<file path="src/rtl/seq_detector_param_if.sv">
// Serial pattern-detector port bundle: qualified bit stream, pattern load, and match outputs.
// Its N and CNT_W parameters must match those of the attached seq_detector_param.
interface seq_detector_param_if #(
  parameter int N     = 4,
  parameter int CNT_W = 8
);
  logic                     in;
  logic                     in_valid;
  logic                     load;
  logic [N-1:0]             pattern_in;
  logic                     ovl;
  logic                     detected;
  logic [$clog2(N+1)-1:0]   prs_st;
  logic [CNT_W-1:0]         match_cnt;

  modport master (
    output in, in_valid, load, pattern_in, ovl,
    input  detected, prs_st, match_cnt
  );

  modport slave (
    input  in, in_valid, load, pattern_in, ovl,
    output detected, prs_st, match_cnt
  );
endinterface

</file>
<file path="src/rtl/seq_detector_param.sv">
// Mealy N-bit serial pattern detector: detected is combinational in the completing cycle; prs_st and match_cnt update one edge later.
// No backpressure (in_valid only qualifies bits). SEQ_DET_MATCH_CNT_EN builds the saturating match counter; otherwise match_cnt is tied to 0.
module seq_detector_param #(
  parameter int             N           = 4,
  parameter logic [N-1:0]   DEFAULT_PAT = N'(4'b1011),
  parameter int             CNT_W       = 8
) (
  input  logic               clk,
  input  logic               rstn,
  seq_detector_param_if.slave sif
);

  localparam int SW = $clog2(N + 1);

  logic [N-1:0]  pat;
  logic [N-2:0]  hist;
  logic [N-2:0]  hist_nxt;
  logic [SW-1:0] fill;
  logic [SW-1:0] fill_nxt;
  logic [SW-1:0] prs_st;
  logic [SW-1:0] prs_nxt;
  logic [N-1:0]  win;
  logic          accept;
  logic          det;
  logic          hit;

  assign accept = sif.in_valid & ~sif.load;
  assign win    = {hist, sif.in};
  assign det    = accept && (fill == SW'(N - 1)) && (win == pat);

  assign sif.detected = det;
  assign sif.prs_st   = prs_st;

  // Next history/fill for an accepted bit; a non-overlapping match discards every bit it used.
  always_comb begin
    hist_nxt = win[N-2:0];
    fill_nxt = (fill == SW'(N - 1)) ? fill : fill + SW'(1);
    if (det && !sif.ovl) begin
      hist_nxt = '0;
      fill_nxt = '0;
    end
  end

  // Longest pattern prefix that matches the newest accepted bits (hist_nxt[0] is newest).
  always_comb begin
    prs_nxt = '0;
    hit     = 1'b0;
    for (int k = 1; k < N; k++) begin
      hit = (int'(fill_nxt) >= k);
      for (int i = 0; i < k; i++) begin
        if (hist_nxt[i] != pat[N-k+i]) hit = 1'b0;
      end
      if (hit) prs_nxt = SW'(k);
    end
  end

  always_ff @(posedge clk or negedge rstn) begin
    if (!rstn) begin
      pat    <= DEFAULT_PAT;
      hist   <= '0;
      fill   <= '0;
      prs_st <= '0;
    end else if (sif.load) begin
      pat    <= sif.pattern_in;
      hist   <= '0;
      fill   <= '0;
      prs_st <= '0;
    end else if (sif.in_valid) begin
      hist   <= hist_nxt;
      fill   <= fill_nxt;
      prs_st <= prs_nxt;
    end
  end

`ifdef SEQ_DET_MATCH_CNT_EN
  logic [CNT_W-1:0] cnt;

  always_ff @(posedge clk or negedge rstn) begin
    if (!rstn) begin
      cnt <= '0;
    end else if (sif.load) begin
      cnt <= '0;
    end else if (det && (cnt != {CNT_W{1'b1}})) begin
      cnt <= cnt + CNT_W'(1);
    end
  end

  assign sif.match_cnt = cnt;
`else
  assign sif.match_cnt = '0;
`endif

endmodule

</file>
<file path="src/flat_wrapper.sv">
// flat-port wrapper written by rule: the top's interface ports become plain ports
module seq_detector_param_flat 
#(
  parameter int             N           = 4,
  parameter logic [N-1:0]   DEFAULT_PAT = N'(4'b1011),
  parameter int             CNT_W       = 8
)
  (clk, rstn, sif_in, sif_in_valid, sif_load, sif_pattern_in, sif_ovl, sif_detected, sif_prs_st, sif_match_cnt);
  seq_detector_param_if #(.N(N), .CNT_W(CNT_W)) sif_i ();
  input  logic clk;
  input  logic rstn;
  input wire logic [$bits(sif_i.in)-1:0] sif_in;
  input wire logic [$bits(sif_i.in_valid)-1:0] sif_in_valid;
  input wire logic [$bits(sif_i.load)-1:0] sif_load;
  input wire logic [$bits(sif_i.pattern_in)-1:0] sif_pattern_in;
  input wire logic [$bits(sif_i.ovl)-1:0] sif_ovl;
  output wire logic [$bits(sif_i.detected)-1:0] sif_detected;
  output wire logic [$bits(sif_i.prs_st)-1:0] sif_prs_st;
  output wire logic [$bits(sif_i.match_cnt)-1:0] sif_match_cnt;
  assign sif_i.in = sif_in;
  assign sif_i.in_valid = sif_in_valid;
  assign sif_i.load = sif_load;
  assign sif_i.pattern_in = sif_pattern_in;
  assign sif_i.ovl = sif_ovl;
  assign sif_detected = sif_i.detected;
  assign sif_prs_st = sif_i.prs_st;
  assign sif_match_cnt = sif_i.match_cnt;
  seq_detector_param #(.N(N), .DEFAULT_PAT(DEFAULT_PAT), .CNT_W(CNT_W)) u_core (.clk(clk), .rstn(rstn), .sif(sif_i));
endmodule
</file>
<file path="config.mk">
export PLATFORM = sky130hd
export DESIGN_NAME = seq_detector_param_flat
export DESIGN_NICKNAME = d
export VERILOG_FILES = /design/src/rtl/seq_detector_param_if.sv /design/src/rtl/seq_detector_param.sv /design/src/flat_wrapper.sv
export SDC_FILE = /design/constraint.sdc
export NUM_CORES = 1
export LEC_CHECK = 0
export BUFFER_PORTS_ARGS = -buffer_cell sky130_fd_sc_hd__buf_2
export CAP_MARGIN = 20
export CORE_MARGIN = 2
export CORE_UTILIZATION = 45
export DETAILED_ROUTE_END_ITERATION = 10
export GPL_ROUTABILITY_DRIVEN = 1
export PLACE_DENSITY = 0.69
export SLEW_MARGIN = 20
export SYNTH_ARGS = -nofsm -noshare
export SYNTH_HDL_FRONTEND = slang
export SYNTH_SLANG_ARGS = --single-unit
</file>
<file path="constraint.sdc">
create_clock -name clk -period 2.3 [get_ports clk]
set_clock_uncertainty 0.05 [all_clocks]
set_input_delay 0.46 -clock clk [delete_from_list [all_inputs] [get_ports clk]]
set_output_delay 0.46 -clock clk [all_outputs]
set_load 0.005 [all_outputs]
</file>
# Word-level counts from Yosys, hierarchy flattened
# Cells that the tools add are included.
[op_classes] eq_ne=8 reduce_logical=5 order_cmp=3 bitwise_logic=2 div_mod_pow=0 add_sub_neg=1 mux=18 shifts=0 multipliers=0
[ops] cell="3-bit two-way mux" n=9
[ops] cell="1-bit two-way mux" n=7
[ops] cell="3-bit by 2-bit greater-or-equal comparator with 1-bit output (second input constant)" n=2
[ops] cell="1-bit inequality test" n=6
[ops] cell="4-bit == test" n=1
[ops] cell="2-bit two-way mux" n=2
[ops] cell="3-bit by 1-bit adder with 3-bit output (second input constant)" n=1
[ops] cell="3-bit by 2-bit == test with 1-bit output (second input constant)" n=1
[ops] cell="3-bit by 1-bit greater-or-equal comparator with 1-bit output (second input constant)" n=1
[ops] cell="1-bit logical AND" n=3
[ops] cell="2-bit nonzero test" n=1
[ops] cell="1-bit bitwise AND" n=1
[ops] cell="1-bit logical NOT" n=1
[ops] cell="1-bit NOT" n=1
[totals] ff_bits=13 memories=0 ram_bits=0 latchBits=0 mem_bits_ro=0

# Logic depth before layout (Yosys ltp)
# Gate-level depths: netlist of the first run.
[depth] depth_word=13 ltp_mapped=7 ltp_nobuf=6

# Least setup slack after synthesis of the first run
# OpenSTA, ideal clock, no wires.
[synth_timing] path_kind="flip-flop to flip-flop" start="register u_core.fill[0]" end="register u_core.prs_st[1], in the netlist u_core.sif.prs_st[1]" required_ns=2.110 arrival_time_ns=1.645 path_buffers=1 stages_incl_launch_ff=8 setup_slack_ns=0.465 cell_sequence="dfrtp_1 -> ha_1 -> and2b_2 -> nand3_1 -> or3_1 -> buf_6 -> a31oi_4 -> o22ai_1"
[synth_via] elab_chain_cells=12
[synth_rtl] item="from (decl)" line="seq_detector_param.sv:18" source="logic [SW-1:0] fill;"
[synth_rtl] item="from (signal assigned)" line="seq_detector_param.sv:70" source="fill <= fill_nxt;"
[synth_rtl] item="parallel branches: the longest is 9 deep, another holds 3-bit by 1-bit adder with 3-bit output"
[synth_rtl] item="2-bit two-way mux *" line="seq_detector_param.sv:53" source="if (hit) prs_nxt = SW'(k);"
[synth_rtl] item="3-bit two-way mux *" line="seq_detector_param.sv:68" source="end else if (sif.in_valid) begin"
[synth_rtl] item="3-bit two-way mux *" line="seq_detector_param.sv:63" source="end else if (sif.load) begin"
[synth_rtl] item="to (signal assigned)" line="seq_detector_param.sv:71" source="prs_st <= prs_nxt;"
[synth_rtl] item="to (decl)" line="seq_detector_param.sv:20" source="logic [SW-1:0] prs_st;"
# Every way passes the cells marked *. The select of a mux whose other input is x is not followed.
# A chain may end at the register's enable or synchronous reset.

# Final worst setup path of the first run
[layout_timing] start="register u_core.fill[0]" end="output port sif_detected"
[layout_via] elab_chain_cells=3
[layout_rtl] item="3-bit by 2-bit == test with 1-bit output" line="seq_detector_param.sv:29" source="assign det = accept && (fill == SW'(N - 1)) && (win == pat);"
[layout_rtl] item="1-bit logical AND (2 in series)" line="seq_detector_param.sv:29"
[layout_rtl] item="to (decl)" line="flat_wrapper.sv:17" source="output wire logic [$bits(sif_i.detected)-1:0] sif_detected;"
# Every way passes these cells.

==> flow_summary_export.csv, run 1 <==
group,metric,value,unit
run_status,status,"finished, violations left",
run_status,violations,"hold timing",
routing,wl_met3,64,µm
clock_network,htreeDepth,1,
critical_path,required,1.79,ns
logic_synthesis,synthArstFlopShare,100,%
critical_path,cp_data_arrival_time,1.60,ns
floorplanning,rows,16,
clock_network,cts_tree,"done",
floorplanning,io-pin-count,22,
logic_synthesis,ys.flop_type,"dfrtp_1",
routing,wl,1.64,mm
routing,m1WireLength,824,µm
critical_path,critPathMaxStageDelay,0.45,ns
critical_path,r2r_setup_slack,0.24,ns
finish,mostFrequentLayoutCell,"buf_2",
routing,drc,0,
logic_synthesis,ys_seq_area_share,32.4,%
clock_network,cts_hold_buf,0,
critical_path,cpMaxStageDelayCell,"dfrtp_1",
routing,top_layer,"met4",
floorplanning,initial_core_util,47.9,%
critical_path,crit_type,"register to output pin",
global_route,grt_pass1_vias,628,
global_route,grt_use_total,14.2,%
power_and_ir_drop,vdd_drop_max,0.354,mV
logic_synthesis,ys_warn_count,0,
sta,fmax,0.473,GHz
finish,final_nets,118,
clock_network,postCtsSetupBuffers,0,
clock_network,cts_buffer_depth,2,
global_route,grt_first_pass_wirelength,2.70,mm
power_and_ir_drop,p_per_area,537,nW/µm²
finish,nFillCells,201,
routing,vias,693,
clock_network,clock_sinks,12,
global_route,grt_overflow,0,
global_route,antenna_found_initial,0,
critical_path,endpoint_kind,"output pin",
sta,hold_violations,4,
critical_path,ff2ff_path_depth,6,
clock_network,post_cts_resized,0,
sta,fin_hold_ws,-0.00703,ns
routing,drtAntennaViolNets,0,
critical_path,r2r-end,"u_core.sif.prs_st[1]",
placed_design,place_hpwl,1.26,mm
sta,fin_ws,0.187,ns
routing,wl_met2,725,µm
clock_network,clockRootBuffer,"clkbuf_4",
power_and_ir_drop,leakagePower,0.000426,µW
finish,final_cell_mix,"buf_2, conb_1, dfrtp_1",
floorplanning,coreArea,1960,µm²
sta,min_period_over_period,91.9,%
floorplanning,die_w,49.7,µm
routing,drt-wirelength-per-cell,12.3,µm
sta,rsz0062_at_grt,"false",
critical_path,crit_chain,"ha_1 > and2b_2 > nand3_1 > nor2_1 > buf_2",
logic_synthesis,netlist_area,940,µm²
placed_design,io_buffers,12,
logic_synthesis,ys_seq_elements,12,
sta,timing.slew.headroom,64.9,%
run,cap_violations,0,
critical_path,worstSetupStartpointType,"register",
critical_path,rr_startpoint,"u_core.fill[0]",
sta,worstMarginPinSlew,0.522,ns
floorplanning,dieArea,2470,µm²
finish,ff_latch_area,304,µm²
routing,avgViaCountPerCell,5.21,
finish,drive_gt1_share,29.2,%
clock_network,clk_pin_slew,0.08,ns
finish,multi_input_area,546,µm²
finish,area_growth,5.46,%
logic_synthesis,synth_edf_count,0,
global_route,grt_max_degree,14,
logic_synthesis,synth_cell_types,42,
sta,min_period,2.11,ns
floorplanning,die_y,49.7,µm
critical_path,crit_start,"u_core.fill[0]",
critical_path,cp_max_fo,8,
finish,antenna_cells,0,
sta,slew_violations,0,
sta,finalSetupViolCount,0,
routing,drt_iter0_drc,11,
sta,fin_tns_setup,0,ns
clock_network,cts_buffers,3,
clock_network,clk_latency,0.27,ns
hold_path,hold_path_class,"primary input to async pin",
placed_design,place_ws,0.252,ns
placed_design,gp_congestion,0.845,
logic_synthesis,avgSynthCellArea,9.79,µm²
routing,drtPass1Iterations,4,
logic_synthesis,synth_cells,96,
-- Yosys cell counts, types with 2 or more instances --
cell type	count	area [µm²]
nand3_1	2	10.0
o21ai_0	2	10.0
a21oi_1	3	15.0
or4_1	2	15.0
nand2_1	4	15.0
nor2_1	7	26.3
buf_1	2	7.51
dfrtp_1	9	225
or3_1	2	12.5
buf_4	10	75.1
o31a_1	2	17.5
buf_6	3	33.8
a31oi_1	3	18.8
mux2_2	4	45.0
and2b_1	2	15.0
nor2b_1	5	31.3
dfstp_2	3	78.8
nand2b_1	2	12.5
xor2_1	3	26.3
xnor2_1	4	35.0
-- metrics by stage --
step | std cells | util (%) | total power [µW] | cell area, µm²
floorplan | 104 | - | 354 | 970
CTS | 133 | 50.5 | 536 | 991
detailed placement | 129 | 48.7 | 368 | 955
global placement | 129 | 48.7 | 367 | 955
finish | 133 | 50.5 | 532 | 991
global route | 133 | 50.5 | 566 | 991
-- per-layer routing --
metal / vias to the layer above / global-route usage [%]
met5: - / 0
met3: 3 / 2.73
met1: 328 / 18.8
met2: 18 / 22.9
li1: 344 / -
met4: 0 / 5.56
-- cell families after synthesis --
group                      Yosys count  synth area share [%]
other                                1                 0.399
DFF                                 12                  32.4
buffers and inverters               16                  12.8
and+or+nand+nor                     33                  20.6
muxes                                5                  5.86
xor gates and xnor gates             9                  11.2
AOI/OAI and AO/OA                   19                  15.4
adders and majority gates            1                  1.33
-- layout make-up --
class	count	share of cell area, %
Multi-Input combinational cell	76	55.1
Sequential cell	12	30.7
Inverter	1	0.379
Clock buffer	4	3.66
Tap cell	27	3.41
Timing Repair Buffer	13	6.82
-- critical path, delay by kind of cell (launching register included) --
kind	cells	cell delay (ns)
DFF	1	0.45
buffers and inverters	1	0.12
adders and majority gates	1	0.27
and+or+nand+nor	3	0.48
-- power by group --
part | leakage (µW) | internal, µW | switching [µW]
sequential | 0.000152 | 229 | 24.0
combinational | 0.000253 | 57.6 | 53.4
clock | 0.0000210 | 96.3 | 71.7
total | 0.000426 | 383 | 149
-- state kept, by name (all words and copies together), names as in the netlist --
register and count:
u_core.fill 3, u_core.pat 4, u_core.hist 3, u_core.sif.prs_st 2
-- how the worst max path moves through the flow --
stage | end | cells after the start
after CTS | sif_detected | 5
final | sif_detected | 5
after global routing | sif_detected | 5
after global placement | u_core.hist[2] | 6
after detailed placement | u_core.sif.prs_st[1] | 6
after floorplan | u_core.sif.prs_st[1] | 7
Power figures use the tool's default switching activity.
==> run 2, diff against run 1 <==
Settings changed: CORE_UTILIZATION 45 to 40, PLACE_DENSITY 0.69 to unset, RECOVER_POWER set to 50.
==> run 2 against run 1 <==
Against the previous run: the run now ends clean; clock-buffer cell count unchanged; final cell count up 3.8%; core utilization fell by 4.4 points; sequential cell count unchanged; critical path type unchanged; via count down 1.2%; sequential power about the same; combinational power is 7% higher; largest cell class unchanged; critical path depth is the same; routed wire length is 1.0% lower; cell area increased by 2.9%; clock power fell by 3%; highest routed layer unchanged; worst setup slack better by 0.027 ns.
==> flow_summary_export.csv, run 2 (synthesis results as in run 1) <==
group,metric,value,unit
critical_path,cp_data_arrival_time,1.58,ns
floorplanning,die_y,52.5,µm
sta,min_period_over_period,90.7,%
sta,worstMarginPinSlew,0.621,ns
clock_network,clk_latency,0.27,ns
global_route,grt_max_degree,14,
placed_design,place_hpwl,1.25,mm
global_route,grt_pass1_vias,693,
clock_network,postCtsSetupBuffers,0,
routing,drtAntennaViolNets,0,
global_route,grt_use_total,15.0,%
critical_path,cp_max_fo,6,
clock_network,cts_buffers,3,
finish,area_growth,8.52,%
hold_path,hold_path_class,"primary input to register",
finish,final_cell_area,1020,µm²
power_and_ir_drop,vdd_drop_max,0.423,mV
routing,wl,1.62,mm
critical_path,endpoint_kind,"output pin",
floorplanning,dieArea,2750,µm²
routing,drtPass1Iterations,4,
finish,antenna_cells,0,
routing,avgViaCountPerCell,4.96,
placed_design,place_ws,0.326,ns
finish,fin_util,46.1,%
global_route,grt_overflow,0,
clock_network,cts_tree,"done",
finish,top_regs,"u_core.pat (4), u_core.fill (3), u_core.hist (3)",
floorplanning,rows,17,
floorplanning,coreArea,2210,µm²
clock_network,cts_hold_buf,0,
sta,finalSetupViolCount,0,
placed_design,dpl_cell_area,978,µm²
finish,largest-register,"u_core.pat",
placed_design,io_buffers,12,
placed_design,place_inst,133,
sta,slew_violations,0,
floorplanning,die_w,52.5,µm
placed_design,gp_congestion,0.821,
sta,hold_violations,0,
finish,drive_gt1_share,29.1,%
sta,min_period,2.09,ns
clock_network,cts_buffer_depth,2,
critical_path,worstSetupStartpointType,"register",
run,cap_violations,0,
routing,drt-wirelength-per-cell,11.7,µm
sta,fmax,0.479,GHz
sta,fin_tns_setup,0,ns
routing,drc,0,
power_and_ir_drop,leakagePower,0.000439,µW
power_and_ir_drop,p_per_area,522,nW/µm²
clock_network,clk_pin_slew,0.07,ns
finish,largest_reg_flops,4,
floorplanning,io-pin-count,22,
clock_network,clockRootBuffer,"clkbuf_4",
critical_path,required,1.79,ns
finish,final_cell_mix,"buf_2, conb_1, dfrtp_1",
finish,mostFrequentLayoutCell,"buf_2",
routing,drt_iter0_drc,6,
finish,final_cells,138,
finish,final_nets,122,
global_route,grt_first_pass_wirelength,3.02,mm
clock_network,post_cts_resized,0,
sta,fin_ws,0.214,ns
sta,rsz0062_at_grt,"false",
clock_network,clock_sinks,12,
sta,timing.slew.headroom,58.6,%
global_route,antenna_found_initial,0,
floorplanning,initial_core_util,42.5,%
run_status,status,"complete, no violations",
clock_network,htreeDepth,1,
routing,vias,685,
critical_path,crit_type,"register to output pin",
run 2: power breakdown:
part | total [µW] | internal [µW] | switching (µW)
clock network | 163 | 96.1 | 66.7
logic | 119 | 62.3 | 56.3
registers | 251 | 230 | 21.2
run 2: layer usage:
metal | vias up | GRT usage, % | part of all wire [%]
li1 | 352 | - | -
met2 | 18 | 22.1 | 46
met4 | 0 | 8.97 | 1.7
met3 | 4 | 3.14 | 5.6
met5 | - | 0 | 0
met1 | 311 | 19.9 | 47
run 2: final timing paths:
check / startpoint / end / slack, ns / cells after the start
min reg2reg: u_core.fill[2] / u_core.fill[2] / 0.50 / 2
max reg2reg: u_core.fill[1] / u_core.sif.prs_st[1] / 0.26 / 6
min in group asynchronous: rstn / u_core.sif.prs_st[1] / 0.67 / 2
min: sif_pattern_in[0] / u_core.pat[0] / 0.38 / 2
max: u_core.fill[1] / sif_detected / 0.21 / 5
max in group asynchronous: rstn / u_core.pat[2] / 1.14 / 2
run 2: final cells by class:
| cell class | instances | area, µm² |
|---|---|---|
| Multi-Input combinational cell | 76 | 546 |
| Sequential cell | 12 | 304 |
| Tap cell | 28 | 35.0 |
| Clock buffer | 4 | 36.3 |
| Fill cell | 232 | 1190 |
| Timing Repair Buffer | 17 | 95.1 |
| Inverter | 1 | 3.75 |
run 2: metrics by stage:
stage                     total power [µW]  hold WS, ns
after global placement                 373        0.303
after detailed placement               374        0.300
after global routing                   573        0.362
after floorplan                        354        0.114
after CTS                              541     0.000963
final                                  532        0.376
run 2: critical path: stages (launching register included):
cell and delay, ns:
dfrtp_1 0.42, ha_1 0.25, and2b_2 0.21, nand3_1 0.18
nor2_1 0.12, buf_2 0.12
==> run 3, diff against run 2 <==
Settings changed: RECOVER_POWER 50 to unset.
==> run 3 against run 2 <==
Against the previous run: clock power barely moved; worst setup slack barely moved; cell area rose by 0.49%; largest cell class unchanged; combinational power barely moved; global-route usage did not move; critical path type unchanged; final cell count did not move.
==> flow_summary_export.csv, run 3 (synthesis results as in run 1) <==
group,metric,value,unit
finish,multi_input_area,546,µm²
routing,drt_iter0_drc,7,
routing,drtAntennaViolNets,0,
global_route,grt_use_met3,3.14,%
critical_path,required,1.79,ns
routing,wl,1.62,mm
finish,top_regs,"u_core.pat (4), u_core.fill (3), u_core.hist (3)",
routing,drc,0,
clock_network,cts_buffer_depth,2,
finish,fin_util,46.3,%
critical_path,cp_data_arrival_time,1.58,ns
finish,mostFrequentLayoutCell,"buf_2",
finish,nFillCells,230,
sta,hold_violations,0,
floorplanning,rows,17,
floorplanning,dieArea,2750,µm²
clock_network,cts_tree,"done",
finish,final_cell_area,1020,µm²
finish,antenna_cells,0,
clock_network,clock_sinks,12,
sta,fin_tns_setup,0,ns
clock_network,cts_buffers,3,
routing,drt-wirelength-per-cell,11.7,µm
sta,min_period,2.09,ns
global_route,grt_pass1_vias,693,
critical_path,endpoint_kind,"output pin",
critical_path,worstSetupStartpointType,"register",
routing,vias,686,
sta,finalSetupViolCount,0,
sta,rsz0062_at_grt,"false",
floorplanning,die_y,52.5,µm
floorplanning,coreArea,2210,µm²
clock_network,post_cts_resized,0,
clock_network,postCtsSetupBuffers,0,
hold_path,hold_path_class,"primary input to register",
power_and_ir_drop,power.total,533,µW
sta,min_period_over_period,90.7,%
run_status,status,"complete, no violations",
routing,drtPass1Iterations,4,
sta,fmax,0.479,GHz
finish,area_growth,9.05,%
global_route,grt_first_pass_wirelength,3.02,mm
power_and_ir_drop,leakagePower,0.000445,µW
placed_design,place_inst,133,
run,cap_violations,0,
clock_network,htreeDepth,1,
critical_path,r2r_setup_slack,0.28,ns
routing,avgViaCountPerCell,4.97,
finish,largest_reg_flops,4,
global_route,met1_usage,19.9,%
global_route,grt_use_total,15.0,%
finish,ff_latch_area,304,µm²
global_route,grt_busiest_layer,"met2",
clock_network,clk_pin_slew,0.07,ns
global_route,grt_overflow,0,
critical_path,cp_max_fo,6,
critical_path,crit_type,"register to output pin",
finish,final_cells,138,
floorplanning,die_w,52.5,µm
placed_design,io_buffers,12,
global_route,grt_max_degree,14,
finish,drive_gt1_share,30.9,%
placed_design,gp_congestion,0.821,
global_route,antenna_found_initial,0,
placed_design,dpl_cell_area,978,µm²
floorplanning,io-pin-count,22,
placed_design,place_hpwl,1.25,mm
clock_network,clk_latency,0.27,ns
global_route,grt_use_met2,22.1,%
finish,largest-register,"u_core.pat",
finish,final_cell_mix,"buf_2, conb_1, dfrtp_1",
sta,slew_violations,0,
power_and_ir_drop,vdd_drop_max,0.425,mV
clock_network,clockRootBuffer,"clkbuf_4",
floorplanning,initial_core_util,42.5,%
finish,final_nets,122,
power_and_ir_drop,p_per_area,520,nW/µm²
==> run 3: changes by cell type in the layout (fill, tap and decap cells not counted), sizes merged <==
cell,delta
clkbuf,-2
buf,+2
==> run 3: final timing paths <==
| path | from | end | depth (start not counted) |
|---|---|---|---|
| min in group asynchronous | rstn | u_core.sif.prs_st[1] | 2 |
| max | u_core.fill[1] | sif_detected | 5 |
| min | sif_pattern_in[0] | u_core.pat[0] | 2 |
| min reg2reg | u_core.fill[2] | u_core.fill[2] | 2 |
| max reg2reg | u_core.fill[1] | u_core.sif.prs_st[1] | 6 |
| max in group asynchronous | rstn | u_core.pat[3] | 2 |
==> run 3: cell type report <==
type / count / area share, %
multi-input cells: 76 / 53.2
well taps: 28 / 3.42
flip-flops and latches: 12 / 29.7
inverters: 1 / 0.366
repair buffers: 17 / 9.77
clock buffers: 4 / 3.54
==> run 3: where the power goes <==
part           switching, µW  internal, µW
logic                   56.4          63.4
registers               21.2           230
clock network           66.7          96.1
==> run 3: critical path: stages (launching register included) <==
cell and delay [ns]:
dfrtp_1 0.42, ha_1 0.25, and2b_2 0.21, nand3_1 0.18, nor2_1 0.12, buf_2 0.12
==> run 3: stage by stage <==
stage | hold slack (ns) | setup WS, ns
finish | 0.376 | 0.214
global route | 0.362 | 0.0343
CTS | 0.000963 | 0.199
detailed placement | 0.300 | 0.326
global placement | 0.303 | 0.376
floorplan | 0.114 | 0.465
==> run 3: metal layers <==
metal  wire, µm  vias up
met3         91        4
li1           -      353
met1        757      311
met2        741       18
met5          0        -
met4         28        0
==> run 3: timing repair <==
action,4_1_cts,5_1_grt
hold buffers,0,1
endpoints found under the hold margin,0,4
endpoints found under the setup margin,0,0
